`src/rtl/npc_difftest_pkg.sv`:
```
// Shared types and sizes for the difftest state-transfer blocks.
// Covers the GPR/pc restore path from the host into the core.
package npc_difftest_pkg;

    localparam int XLEN   = 64;
    localparam int NREGS  = 33;
    localparam int PC_IDX = 32;
    localparam int IDX_W  = $clog2(NREGS);

    typedef enum logic [1:0] {
        IDLE   = 2'd0,
        LOAD   = 2'd1,
        FINISH = 2'd2
    } restore_state_e;

    typedef logic [4:0]       gpr_idx_t;
    typedef logic [IDX_W-1:0] restore_idx_t;

endpackage

```
`src/rtl/gpr_restore.sv`:
```
// Streams x0..x31 and pc from the host into the core, one word per handshake,
// keeping the core stalled until the last word has been written.
module gpr_restore
    import npc_difftest_pkg::*;
(
    input  logic            clk,
    input  logic            rst_n,
    input  logic            start_i,
    input  logic            in_valid,
    input  logic [XLEN-1:0] in_data,
    output logic            in_ready,
    output logic            rf_wen,
    output logic [4:0]      rf_waddr,
    output logic [XLEN-1:0] rf_wdata,
    output logic            pc_wen,
    output logic [XLEN-1:0] pc_wdata,
    output logic            core_stall,
    output logic            busy,
    output logic            done,
    output logic            err_x0
);

    restore_state_e  state_q, state_d;
    restore_idx_t    idx_q, idx_d;
    logic            err_q, err_d;
    logic            rf_wen_q, rf_wen_d;
    gpr_idx_t        rf_waddr_q, rf_waddr_d;
    logic [XLEN-1:0] rf_wdata_q, rf_wdata_d;
    logic            pc_wen_q, pc_wen_d;
    logic [XLEN-1:0] pc_wdata_q, pc_wdata_d;

    logic hs;
    logic last_word;

    assign hs        = in_valid && (state_q == LOAD);
    assign last_word = (idx_q == restore_idx_t'(PC_IDX));

    always_ff @(posedge clk or negedge rst_n) begin
        if (!rst_n) begin
            state_q    <= IDLE;
            idx_q      <= '0;
            err_q      <= 1'b0;
            rf_wen_q   <= 1'b0;
            rf_waddr_q <= '0;
            rf_wdata_q <= '0;
            pc_wen_q   <= 1'b0;
            pc_wdata_q <= '0;
        end else begin
            state_q    <= state_d;
            idx_q      <= idx_d;
            err_q      <= err_d;
            rf_wen_q   <= rf_wen_d;
            rf_waddr_q <= rf_waddr_d;
            rf_wdata_q <= rf_wdata_d;
            pc_wen_q   <= pc_wen_d;
            pc_wdata_q <= pc_wdata_d;
        end
    end

    always_comb begin
        state_d = state_q;
        unique case (state_q)
            IDLE:    if (start_i) state_d = LOAD;
            LOAD:    if (hs && last_word) state_d = FINISH;
            FINISH:  state_d = IDLE;
            default: state_d = IDLE;
        endcase
    end

    // Write ports pulse for one cycle; data holds its last value otherwise.
    always_comb begin
        idx_d      = idx_q;
        err_d      = err_q;
        rf_wen_d   = 1'b0;
        rf_waddr_d = rf_waddr_q;
        rf_wdata_d = rf_wdata_q;
        pc_wen_d   = 1'b0;
        pc_wdata_d = pc_wdata_q;
        if (state_q == IDLE && start_i) begin
            idx_d = '0;
            err_d = 1'b0;
        end
        if (hs) begin
            if (!last_word) begin
                idx_d = idx_q + restore_idx_t'(1);
            end
            if (idx_q == '0) begin
                if (in_data != '0) err_d = 1'b1;
            end else if (last_word) begin
                pc_wen_d   = 1'b1;
                pc_wdata_d = in_data;
            end else begin
                rf_wen_d   = 1'b1;
                rf_waddr_d = idx_q[4:0];
                rf_wdata_d = in_data;
            end
        end
    end

    always_comb begin
        in_ready   = (state_q == LOAD);
        busy       = (state_q != IDLE);
        core_stall = (state_q != IDLE);
        done       = (state_q == FINISH);
        err_x0     = err_q;
        rf_wen     = rf_wen_q;
        rf_waddr   = rf_waddr_q;
        rf_wdata   = rf_wdata_q;
        pc_wen     = pc_wen_q;
        pc_wdata   = pc_wdata_q;
    end

endmodule

```
`config.mk`:
```
export PLATFORM = sky130hd
export DESIGN_NAME = gpr_restore
export DESIGN_NICKNAME = d
export VERILOG_FILES = /design/src/rtl/npc_difftest_pkg.sv /design/src/rtl/gpr_restore.sv
export SDC_FILE = /design/constraint.sdc
export NUM_CORES = 1
export LEC_CHECK = 0
export ABC_AREA = 1
export BUFFER_PORTS_ARGS = -buffer_cell sky130_fd_sc_hd__buf_2
export CORE_ASPECT_RATIO = 0.9
export CORE_MARGIN = 5
export CORE_UTILIZATION = 30
export CTS_CLUSTER_DIAMETER = 200
export DETAILED_ROUTE_END_ITERATION = 7
export GPL_ROUTABILITY_DRIVEN = 0
export PLACE_DENSITY = 0.56
export SLEW_MARGIN = 30
export SYNTH_ARGS = -nofsm -noshare
export SYNTH_HDL_FRONTEND = slang
export SYNTH_SLANG_ARGS = --single-unit
```
`constraint.sdc`:
```
create_clock -name clk -period 1.5 [get_ports clk]
set_input_delay 0.15 -clock clk [delete_from_list [all_inputs] [get_ports clk]]
set_output_delay 0.15 -clock clk [all_outputs]
set_load 0.005 [all_outputs]
```
# Word level (Yosys, flattened, before mapping)
# Cells that the tools add are included.
[classes]
n_addsub = 1
n_bitwise = 2
mux = 16
n_reduce_logical = 10
n_eq_ne = 5
[ops]
columns = ["cell", "n"]
rows = [
  ["64-bit nonzero test", 1],
  ["6-bit two-way mux", 3],
  ["1-bit two-way mux", 10],
  ["6-bit by 1-bit adder with 6-bit output, second input constant", 1],
  ["6-bit equality test, second input constant", 1],
  ["6-bit zero test", 1],
  ["3-bit AND reduction", 2],
  ["2-bit two-way mux", 2],
  ["2-bit one-hot mux with 2 select lines", 1],
  ["1-bit logical AND", 3],
  ["2-bit by 1-bit equality test with 1-bit output, second input constant", 1],
  ["2-bit equality test, second input constant", 1],
  ["2-bit zero test", 1],
  ["2-bit by 1-bit inequality test with 1-bit output, second input constant", 1],
  ["2-bit inequality test, second input constant", 1],
  ["1-bit inverter", 2],
  ["2-bit AND reduction", 1],
  ["2-bit nonzero test", 1],
]
[word_totals]
in_bits = 68
elab_cells = 42
ff_bits = 144
out_inout_bits = 140

# Logic depth before layout (Yosys ltp)
# Gate-level depths: netlist of run 1.
[depth]
word_depth = 6
mapped_depth = 11
depth_no_buf = 9

# Least setup slack after synthesis of run 1
# Ideal clock, no wire load.
[synth_timing]
path_type = "register to register"
startpoint = "register idx_q[0]"
endpoint = "register pc_wdata_q[23], in the netlist pc_wdata[23]"
n_path_buf = 2
path_slack_ps = 48
path_stages_with_launch = 12
setup_time_ps = 116
required_ps = 1384
arrival_ps = 1335
cell_sequence = "dfrtp_1 > inv_1 > ha_1 > nand2_1 > inv_1 > nand3_2 > nor2_4 > inv_2 > buf_6 > buf_6 > nand2_1 > nand2_1"
[synth_between]
elab_chain_cells = 3
elab_cells_between_ends = 4
classes_between = "eq/ne (1); bitwise (1); reduce/logical (2)"
[synth_rtl]
columns = ["element", "line_no", "text"]
rows = [
  ["start, declared", "gpr_restore.sv:24", "restore_idx_t idx_q, idx_d;"],
  ["start signal, assigned", "gpr_restore.sv:50", "idx_q <= idx_d;"],
  ["6-bit zero test", "gpr_restore.sv:87", "if (idx_q == '0) begin"],
  ["1-bit inverter (no line)", "--", ""],
  ["3-bit AND reduction (no line) (*)", "--", ""],
  ["end signal, assigned", "gpr_restore.sv:56", "pc_wdata_q <= pc_wdata_d;"],
  ["end, declared", "gpr_restore.sv:30", "logic [XLEN-1:0] pc_wdata_q, pc_wdata_d;"],
]
# Mark *: on every way between the ends. The rest lies on a longest branch, timed or not.
# A chain may end at the register's enable or synchronous reset.

# Worst setup path in the final report of run 1
[layout_timing]
startpoint = "register idx_q[1]"
endpoint = "register rf_wdata_q[11], in the netlist rf_wdata[11]"
[layout_between]
elab_chain_cells = 3
elab_cells_between_ends = 5
classes_between = "eq/ne (1); bitwise (2); reduce/logical (2)"
[layout_rtl]
columns = ["element", "line_no", "text"]
rows = [
  ["6-bit equality test or 6-bit zero test (tied branches)", "gpr_restore.sv:36, gpr_restore.sv:87", ""],
  ["1-bit inverter (no line)", "--", ""],
  ["3-bit AND reduction (no line) (*)", "--", ""],
  ["end signal, assigned", "gpr_restore.sv:54", "rf_wdata_q <= rf_wdata_d;"],
  ["end, declared", "gpr_restore.sv:28", "logic [XLEN-1:0] rf_wdata_q, rf_wdata_d;"],
]
# Marked as above.

==> results.md, run 1 <==
- Core area: between 15,000 and 20,000 µm²
- Hold slack: 0.05722 ns
- DRC Markers: 0
- Leak: between 0.005 and 0.006 µW
- Grt ovf: 0
- MaxCap Viol Count: 0
- Critical path fanouts, max: 12
- IO buf count: 207
- Multi-input combinational cell area: between 2000 and 2500 µm²
- Largest net degree at the start of global routing: 67
- WS Path Type: reg2reg
- Min Tclk post-route: 1.539 ns
- Simple-gate share of the synthesized area: 31.35%
- Reg-to-reg endpoint: rf_wdata[11]$_DFFE_PN0P_
- Total iterations of the first detailed-routing run: 4
- Initial drt markers: about 270
- Largest family of logic cells by synthesized area: simple AND/OR/NAND/NOR gates
- DRT antenna net count: 0
- Final HPWL DP: between 10 and 15 mm
- Hold Vio Cnt, Final: 0
- DP Area: 7274 µm²
- Mux cell area share after synthesis: 0%
- Area Overhead vs Synth: 58.84%
- FMAX: 0.6496 GHz
- Overall power: 13,840 µW
- R2R cell count: 8
- Nets: between 1,000 and 1,500
- Die area: approximately 22,000 µm²
- VDD IR max: roughly 0.88 mV
- Reg2reg start: idx_q[1]$_DFF_PN0_
- Synth Cell Area: between 5000 and 6000 µm²
- Yosys cell types: 22
- Die Height: between 100 and 150 µm
- Die Wd: about 160 µm
- Number of buffers created by CTS: 17
- Vias per inst: 4.405
- Gr usage total: 16.91%
- Adder-cell area share of the yosys netlist: less than 1%
- Compound-Gate Fraction of Synth Area: around 1.5%
- Ports: 208
- Wire length per cell: 16.64 µm
- Number of global-route vias before repair: 5,635
- Final setup margin: -0.03943 ns
- Fill cell count: between 1,500 and 2,000
- RSZ-0062 raised after global routing: yes
- Hold path depth: 3
- Worst Path Arrival: between 1.5 and 2 ns
- Most frequent cell after synthesis: nand2_1
- Synth area leaders: dfrtp_1 62%, nand2_1 27%, nor2_1 2.9%
- CTS tree: built
- Worst-skew pair later-pin latency: between 0.4 and 0.5 ns
- Initial Util: 30.45%
- Reg-to-reg slack, setup: -0.04 ns
- Power Density: between 1000 and 1500 nW/µm²
- DR vias: 5,550
- Post-synthesis sequential area ratio: 61.96%
- H-tree Lvls: 4
- Antenna violations before repair: 0
- Post-Route WL: 20.96 mm
- Share of cells above drive strength 1: about a third
- Reg clk slew, reported paths: 0.07 ns
- Worst-Margin Slew: around 0.42 ns
- Design area: slightly above 9000 µm²
- Core Util, Final: 48.37%
- Post-synthesis xor/xnor area fraction: less than 1%
- Failing checks: negative setup slack
- Top cells by count, synth: 414 x nand2_1, 144 x dfrtp_1, 45 x nor2_1
- Net Count, Synth: between 700 and 800
- # rows: between 40 and 50
- First-pass GRT wire length: roughly 30 mm
- N_diodes: 0
- Clk root buf: clkbuf_16
- Tightest Hold Check Type: in2reg
- Syn_area_per_cell: between 8 and 9 µm²
- Clock Skew: just under 0.007 ns
- Post-synth EDFFs: 0
- Post-synth top area share: a little over 60%
- CTS sink cnt: 144
- Max-slew violation count: 0
- Seq cells post-synth: 144
- WHS Endpoint: rf_wdata[2]$_DFFE_PN0P_
- Synth warn: 0
- Period utilisation layout: 102.6%
- Slew headroom: around 72%
- Hold Crit Start: in_data[2]
- Sequential Area: about 3600 µm²
- Final setup fails: 65
- Area leader, netlist: dfrtp_1
- Critical Path Sink Type: flip-flop
- Post-Syn Instances: a little under 700
- Post-synth top flop: dfrtp_1
- Startpoint types: flip-flop
- WP data required: between 1.5 and 2 ns
- Outcome: complete, but fails checks
- Max clock buf depth: 2
- Synth async-reset ratio: 100.0%
[power by group]
group          internal (µW)  switching (µW)  total, µW  leakage, µW
clock                   2640            1800       4440     0.000288
combinational           1850            2090       3940      0.00298
sequential              4890             568       5460      0.00181
[stage by stage]
step / setup TNS (ns) / instances / setup slack, ns
3_3_place_gp: -0.03760 / 1136 / -0.008526
6_report: -0.7309 / 1260 / -0.03943
4_1_cts: -0.6069 / 1236 / -0.03331
5_1_grt: -9.931 / 1260 / -0.1201
3_5_place_dp: -3.443 / 1136 / -0.08640
2_1_floorplan: 0 / 684 / 0.04843
[how the worst max path moves through the flow]
stage | startpoint | end | slack [ns] | cells past startpoint
2_1_floorplan | idx_q[0]$_DFF_PN0_ | pc_wdata[23]$_DFFE_PN0P_ | 0.05 | 11
3_3_place_gp | idx_q[0]$_DFF_PN0_ | pc_wdata[3]$_DFFE_PN0P_ | -0.009 | 10
3_5_place_dp | idx_q[1]$_DFF_PN0_ | pc_wdata[2]$_DFFE_PN0P_ | -0.09 | 10
4_1_cts | idx_q[1]$_DFF_PN0_ | pc_wdata[59]$_DFFE_PN0P_ | -0.03 | 10
5_1_grt | idx_q[1]$_DFF_PN0_ | pc_wdata[3]$_DFFE_PN0P_ | -0.12 | 11
6_report | idx_q[1]$_DFF_PN0_ | rf_wdata[11]$_DFFE_PN0P_ | -0.04 | 8
[kinds of logic (layout without fill, tap and decap cells)]
kind of cell	after synthesis	count (layout)
and+or+nand+nor	473	473
DFF	144	144
buffers and inverters	47	373
AOI/OAI and AO/OA	16	16
adders and majority gates	2	2
xor gates and xnor gates	2	2
[metal layers]
metal	up-vias	GRT usage, %	share of wire [%]
met5	-	0	0
met4	0	4.612	0.92
met3	18	6.507	8.6
met2	184	27.48	47
met1	2647	21.20	44
li1	2701	-	-
[cell usage in the layout (no fill, tap or decap), drive strengths merged]
cell type	n
buf	249
bufinv	3
clkbuf	28
clkinv	4
clkinvlp	4
dfrtp	144
dlygate4sd3	63
ha	2
inv	22
nand2	415
nand3	8
nand4	1
nor2	47
nor3	1
nor4	1
o21a	1
o21ai	13
o31ai	2
xor2	2
[critical path, stage by stage, from the launching register on]
cell,delay (ns)
dfrtp_1,0.39
inv_2,0.09
ha_4,0.14
nand4_1,0.20
nand2_8,0.22
inv_8,0.08
clkbuf_16,0.18
nand2_1,0.07
nand2_1,0.06
[layout make-up]
| type | count | share of cell area [%] |
|---|---|---|
| Timing Repair Buffer | 323 | 27.01 |
| Clock inverter | 15 | 2.005 |
| Sequential cell | 144 | 39.01 |
| Clock buffer | 17 | 4.605 |
| Multi-Input combinational cell | 493 | 23.09 |
| Tap cell | 250 | 3.386 |
| Inverter | 18 | 0.8939 |
[flip-flops by register name, summed over array words and instances, names as in the netlist]
register,flops
err_x0,1
idx_q,6
pc_wdata,64
pc_wen,1
rf_waddr,5
rf_wdata,64
rf_wen,1
state_q,2
[what timing repair did]
action | in CTS | in global routing
hold buffers | 63 | 0
gates cloned | 2 | 16
setup endpoints to repair | 128 | 136
pin swaps | 3 | 29
hold endpoints to repair | 268 | 0
resized for setup | 10 | 76
buffers inserted | 3 | 8
No activity file was read; power rests on OpenSTA's default activity.
==> run 2: changes to the inputs <==
--- a/config.mk
+++ b/config.mk
@@ -13,7 +13,7 @@
 export CTS_CLUSTER_DIAMETER = 200
 export DETAILED_ROUTE_END_ITERATION = 7
 export GPL_ROUTABILITY_DRIVEN = 0
-export PLACE_DENSITY = 0.56
+export PLACE_DENSITY = 0.54
 export SLEW_MARGIN = 30
 export SYNTH_ARGS = -nofsm -noshare
 export SYNTH_HDL_FRONTEND = slang
==> constraint.sdc (replaced) <==
create_clock -name clk -period 1.9 [get_ports clk]
set_input_delay 0.19 -clock clk [delete_from_list [all_inputs] [get_ports clk]]
set_output_delay 0.19 -clock clk [all_outputs]
set_load 0.005 [all_outputs]
==> run 2 against run 1 <==
The run now ends clean. Maximum frequency decreased by 7.9%. Cell count down 5.7%. Sequential power shrank 21%. Critical path depth unchanged. Count of clock-buffer cells in the layout up 9. Total power is 27% lower. Register-to-register slack better by 0.27 ns. Die area stayed put.
==> results.md, run 2 (synthesis gave the netlist of run 1 again) <==
- Outcome: finished clean
- RSZ-0062 raised after global routing: no
- DRC Markers: 0 (unchanged)
- N_diodes: 0 (unchanged)
- Fill cell count: 1,955 (+6.0%)
- Power Density: 1250 nW/µm² (-17%)
- Worst Path Arrival: 1.95 ns (+0.09 ns)
- MaxCap Viol Count: 0 (unchanged)
- Most common cell after layout, fill and taps aside: nand2_1
- CTS sink cnt: 144 (unchanged)
- WP data required: 2.18 ns (+0.36 ns)
- Grt ovf: 0 (unchanged)
- IO buf count: 207 (unchanged)
- Core Util, Final: 42.09% (-6.3 points)
- Share of cells above drive strength 1: 26.65% (-8.0 points)
- Number of global-route vias before repair: 5,286 (-6.2%)
- R2R cell count: 8 (unchanged)
- Cts repair resizes: 0 (-10)
- H-tree Lvls: 4 (unchanged)
- VDD IR max: 0.5722 mV (-35%)
- CTS tree: built
- Worst-skew pair later-pin latency: 0.41 ns (about the same)
- Clk root buf: clkbuf_16
- Clock Skew: 0.009953 ns (+0.003040 ns)
- Gr usage total: 16.15% (-0.76 points)
- Max clock buf depth: 2 (unchanged)
- WHS Endpoint: rf_wdata[12]$_DFFE_PN0P_
- Die Height: 142.1 µm (unchanged)
- Total iterations of the first detailed-routing run: 4 (unchanged)
- Hold Crit Start: in_data[12]
- DRT antenna net count: 0 (unchanged)
- Hold Vio Cnt, Final: 0 (unchanged)
- Worst-Margin Slew: 0.4049 ns (-0.01735 ns)
- Setup_tns: 0 ns (+0.7309 ns)
- Hold path depth: 3 (unchanged)
- Initial Util: 30.45% (unchanged)
- Vias per inst: 4.327 (-1.8%)
- Min Tclk post-route: 1.672 ns (+0.1328 ns)
- Post-CTS Hold Fix Bufs: 35 (-44%)
- First-pass GRT wire length: 28.18 mm (-5.2%)
- Tightest Hold Check Type: in2reg
- Post-Route WL: 17.67 mm (-16%)
- DR vias: 5,140 (-7.4%)
- Post-CTS setup buffer count: 0 (-3)
- Die Wd: 156.8 µm (unchanged)
- Critical Path Sink Type: flip-flop
- Nets: 996 (-6.7%)
- Reg2reg start: idx_q[0]$_DFF_PN0_
- Reg-to-reg endpoint: state_q[0]$_DFFE_PN0P_
- FMAX: 0.5980 GHz (-7.9%)
- Final HPWL DP: 12.17 mm (-2.5%)
- # rows: 48 (unchanged)
- Wire length per cell: 14.87 µm (-11%)
- Commonest non-fill, non-tap cells in the layout: 413 x nand2_1, 206 x buf_2, 144 x dfrtp_1
- Leak: 0.004538 µW (-11%)
- Ports: 208 (unchanged)
- Die area: 22,270 µm² (unchanged)
- Slew headroom: 73.01% (+1.2 points)
- Largest net degree at the start of global routing: 70 (+4.5%)
- Reg clk slew, reported paths: 0.06 ns (about the same)
- Startpoint types: flip-flop
- WS Path Type: reg2reg
- Area Overhead vs Synth: 38.21%
- Period utilisation layout: 88.01% (-15 points)
- Core area: 19,100 µm² (unchanged)
- Initial drt markers: 302 (+13%)
- Reg-to-reg slack, setup: 0.23 ns (+0.27 ns)
- Antenna violations before repair: 0 (unchanged)
- Max-slew violation count: 0 (unchanged)
- Final setup fails: 0 (-100%)
- Number of buffers created by CTS: 17 (unchanged)
- Critical path fanouts, max: 64 (+52)
run 2: worst max-delay path by stage:
stage	start	end	slack (ns)	cells past startpoint
2_1_floorplan	idx_q[0]$_DFF_PN0_	pc_wdata[23]$_DFFE_PN0P_	0.45	11
3_3_place_gp	idx_q[1]$_DFF_PN0_	state_q[0]$_DFFE_PN0P_	0.28	8
3_5_place_dp	idx_q[0]$_DFF_PN0_	state_q[0]$_DFFE_PN0P_	0.20	8
4_1_cts	idx_q[0]$_DFF_PN0_	state_q[0]$_DFFE_PN0P_	0.23	8
5_1_grt	idx_q[1]$_DFF_PN0_	pc_wdata[50]$_DFFE_PN0P_	0.08	9
6_report	idx_q[0]$_DFF_PN0_	state_q[0]$_DFFE_PN0P_	0.23	8
run 2: routing by layer:
metal,vias up,share of wire [%],track usage [%]
li1,2558,-,-
met1,2388,46,21.79
met2,176,43,24.37
met3,18,9.8,6.111
met4,0,1.3,4.703
met5,-,0,0
run 2: cell type report:
cell class                      count  area [µm²]  area share [%]
Sequential cell                   144        3603           44.83
Multi-Input combinational cell    493        1956           24.33
Timing Repair Buffer              252        1530           19.04
Clock buffer                       26       489.2           6.087
Tap cell                          250       312.8           3.892
Clock inverter                      5       78.83          0.9807
Inverter                           18       67.56          0.8406
run 2: power by group:
group          leakage (µW)  internal, µW  switching [µW]
combinational       0.00245          1070            1400
clock              0.000278          2030            1230
sequential          0.00181          3860             449
total               0.00454          6960            3080
run 2: critical path, cell delays in order (launching register included):
cell	delay, ns
dfrtp_1	0.41
inv_1	0.09
ha_1	0.17
nand2_1	0.08
inv_1	0.07
nand3_2	0.14
nor2_4	0.17
buf_12	0.30
o21ai_0	0.13
run 2: metrics by stage:
stage | cell area [µm²] | hold WS, ns | std cells | power, µW | worst slack, ns
after floorplan | 5816 | -0.1056 | 684 | 5442 | 0.4484
after global placement | 7119 | 0.1085 | 1122 | 6787 | 0.2810
after detailed placement | 7119 | 0.1055 | 1122 | 6809 | 0.2033
after CTS | 8038 | 0.0003156 | 1188 | 10210 | 0.2251
after global routing | 8038 | 0.004990 | 1188 | 10740 | 0.08247
final | 8038 | 0.01991 | 1188 | 10050 | 0.2278
==> run 3: changes to the inputs <==
--- a/config.mk
+++ b/config.mk
@@ -9,11 +9,11 @@
 export BUFFER_PORTS_ARGS = -buffer_cell sky130_fd_sc_hd__buf_2
 export CORE_ASPECT_RATIO = 0.9
 export CORE_MARGIN = 5
-export CORE_UTILIZATION = 30
+export CORE_UTILIZATION = 53
 export CTS_CLUSTER_DIAMETER = 200
 export DETAILED_ROUTE_END_ITERATION = 7
 export GPL_ROUTABILITY_DRIVEN = 0
-export PLACE_DENSITY = 0.54
+export PLACE_DENSITY = 0.85
 export SLEW_MARGIN = 30
 export SYNTH_ARGS = -nofsm -noshare
 export SYNTH_HDL_FRONTEND = slang
==> run 3 against run 2 <==
Maximum frequency down 0.47%. Register-to-register slack about the same. Worst setup slack worse by 0.0078 ns. Global-route usage up 7.9 points. Clock skew up 0.0018 ns. Count of clock-buffer cells in the layout down 5. Sequential share of layout area up 2.3 points. Critical path type unchanged. Critical endpoint is now pc_wdata[34]$_DFFE_PN0P_. Largest power group unchanged.
==> results.md, run 3 (synthesis gave the netlist of run 1 again) <==
- Power Density: 1316 nW/µm² (+5.3%)
- CP max-delay cell: dfrtp_1
- Sw power: 3112 µW (+0.95%)
- Outcome: finished clean
- CP peak stage delay: 0.42 ns (about the same)
- Hold slack: 0.009318 ns (-0.01060 ns)
- Setup_tns: 0 ns (unchanged)
- DRT antenna net count: 0 (unchanged)
- Leak: 0.004427 µW (-2.5%)
- CTS tree: built
- Max clock buf depth: 2 (unchanged)
- Post-Route WL: 15.52 mm (-12%)
- VDD IR max: 0.6315 mV (+10%)
- Ordered cell list for the critical path: inv_1, ha_1, nand2_1, inv_1, nand3_2, nor2_4, inv_2, buf_12, nand2_1, nand2_1
- Sw frac: 30.91% (+0.22 points)
- Initial drt markers: 496 (+64%)
- Post-CTS Hold Fix Bufs: 6 (-83%)
- Min Tclk post-route: 1.680 ns (+0.007821 ns)
- Critical path fanouts, max: 52 (-19%)
- Gr usage total: 24.01% (+7.9 points)
- Worst-skew pair later-pin latency: 0.41 ns (about the same)
- # rows: 36 (-25%)
- Ports: 208 (unchanged)
- Grt ovf: 0 (unchanged)
- MaxCap Viol Count: 0 (unchanged)
- Nets: 966 (-3.0%)
- Startpoint types: flip-flop
- Vias per inst: 4.948 (+14%)
- Period utilisation layout: 88.42% (+0.41 points)
- N_diodes: 0 (unchanged)
- Hold Vio Cnt, Final: 0 (unchanged)
- Worst-Margin Slew: 0.4359 ns (+0.03096 ns)
- Clk root buf: clkbuf_16
- Fill cell count: 836 (-57%)
- Max-slew violation count: 0 (unchanged)
- Antenna violations before repair: 0 (unchanged)
- Reg clk slew, reported paths: 0.06 ns (about the same)
- DP Area: 6990 µm² (-1.8%)
- Wire length per cell: 14.89 µm (+0.14%)
- Share of cells above drive strength 1: 28.05% (+1.4 points)
- Largest net degree at the start of global routing: 77 (+10%)
- Comb pwr share: 24.0% (-0.6 points)
- Critical Path Sink Type: flip-flop
- Initial Util: 54.02% (+24 points)
- Worst Path Arrival: 1.96 ns (about the same)
- Clock power frac: 33.1% (+0.6 points)
- First-pass GRT wire length: 24.88 mm (-12%)
- Total iterations of the first detailed-routing run: 5 (+1)
- Pint: 6956 µW (about the same)
- Die area: 13,170 µm² (-41%)
- Clock Skew: 0.01173 ns (+0.001781 ns)
- WP data required: 2.18 ns (about the same)
- Final HPWL DP: 10.80 mm (-11%)
- H-tree Lvls: 4 (unchanged)
- Number of buffers created by CTS: 17 (unchanged)
- Critical path's most frequent cell: nand2_1
- IO buf count: 207 (unchanged)
- WS Path Type: reg2reg
- Die Wd: 120.4 µm (-23%)
- DRC Markers: 0 (unchanged)
- Design area: 7651 µm² (-4.8%)
- Most common cell after layout, fill and taps aside: nand2_1
- Commonest non-fill, non-tap cells in the layout: 413 x nand2_1, 206 x buf_2, 144 x dfrtp_1
- Die Height: 109.4 µm (-23%)
- Number of global-route vias before repair: 4,991 (-5.6%)
- Area Overhead vs Synth: 31.56%
- RSZ-0062 raised after global routing: no
- DR vias: 5,156 (+0.31%)
- Post-CTS setup buffer count: 0 (unchanged)
- Final setup fails: 0 (unchanged)
- Slew headroom: 70.94% (-2.1 points)
- CTS sink cnt: 144 (unchanged)
- FMAX: 0.5952 GHz (-0.47%)
- Core area: 10,770 µm² (-44%)
- Cts repair resizes: 0 (unchanged)
- Tightest Hold Check Type: in2reg
- Sequential share of power: 42.9% (about the same)
[run 3: cell types whose count changed in the layout (fill, tap and decap cells not counted)]
cell	delta
dlygate4sd3_1	-29
clkinvlp_4	+4
clkbuf_1	-5
buf_4	-3
clkinv_2	-1
buf_12	+2
inv_6	+2
clkinv_4	+1
[run 3: area by class of cell]
type	instances	area, µm²	share of cell area (%)
Timing Repair Buffer	222	1257	16.44
Clock inverter	11	130.1	1.701
Inverter	18	67.56	0.8831
Multi-Input combinational cell	493	1956	25.56
Sequential cell	144	3603	47.10
Clock buffer	21	470.5	6.149
Tap cell	133	166.4	2.175
[run 3: routing by layer]
| metal | track usage (%) | up-vias | wire, µm |
|---|---|---|---|
| li1 | - | 2492 | - |
| met1 | 32.60 | 2414 | 6598 |
| met2 | 38.01 | 228 | 7310 |
| met3 | 6.790 | 22 | 1391 |
| met4 | 7.443 | 0 | 216 |
| met5 | 0 | - | 0 |
[run 3: path summary, 6_finish.rpt]
kind	slack, ns	to	start	cells past startpoint
hold reg to reg	0.47	pc_wdata[0]$_DFFE_PN0P_	pc_wdata[0]$_DFFE_PN0P_	2
setup reg to reg	0.22	pc_wdata[34]$_DFFE_PN0P_	idx_q[0]$_DFF_PN0_	10
min in group asynchronous	0.29	rf_wdata[15]$_DFFE_PN0P_	rst_n	2
hold / removal	0.009	rf_wdata[49]$_DFFE_PN0P_	in_data[49]	3
max in group asynchronous	0.99	idx_q[0]$_DFF_PN0_	rst_n	3
setup / recovery	0.22	pc_wdata[34]$_DFFE_PN0P_	idx_q[0]$_DFF_PN0_	10
[run 3: per-stage QoR]
| stage | utilization [%] | power (µW) | worst slack (ns) | cells |
|---|---|---|---|---|
| 6_report | 71.07 | 10070 | 0.2200 | 1042 |
| 3_5_place_dp | 64.93 | 6782 | 0.2377 | 1004 |
| 2_1_floorplan | - | 5442 | 0.4484 | 684 |
| 4_1_cts | 71.07 | 10130 | 0.2383 | 1042 |
| 3_3_place_gp | 64.93 | 6678 | 0.3211 | 1004 |
| 5_1_grt | 71.07 | 10690 | 0.07524 | 1042 |
[run 3: power groups by stage]
stage	Sequential [µW]	Clock, µW	Combinational (µW)
2_1_floorplan	4390	0	1050
3_3_place_gp	4330	0	2350
3_5_place_dp	4330	0	2450
4_1_cts	4310	3360	2460
5_1_grt	4420	3530	2740
6_report	4320	3330	2420
[run 3: worst max-delay path, delay by kind of cell (launching register included)]
kind | cells | cell delay (ns)
flops | 1 | 0.42
fa+ha+maj | 1 | 0.16
buf+inv | 4 | 0.42
simple gates | 5 | 0.52
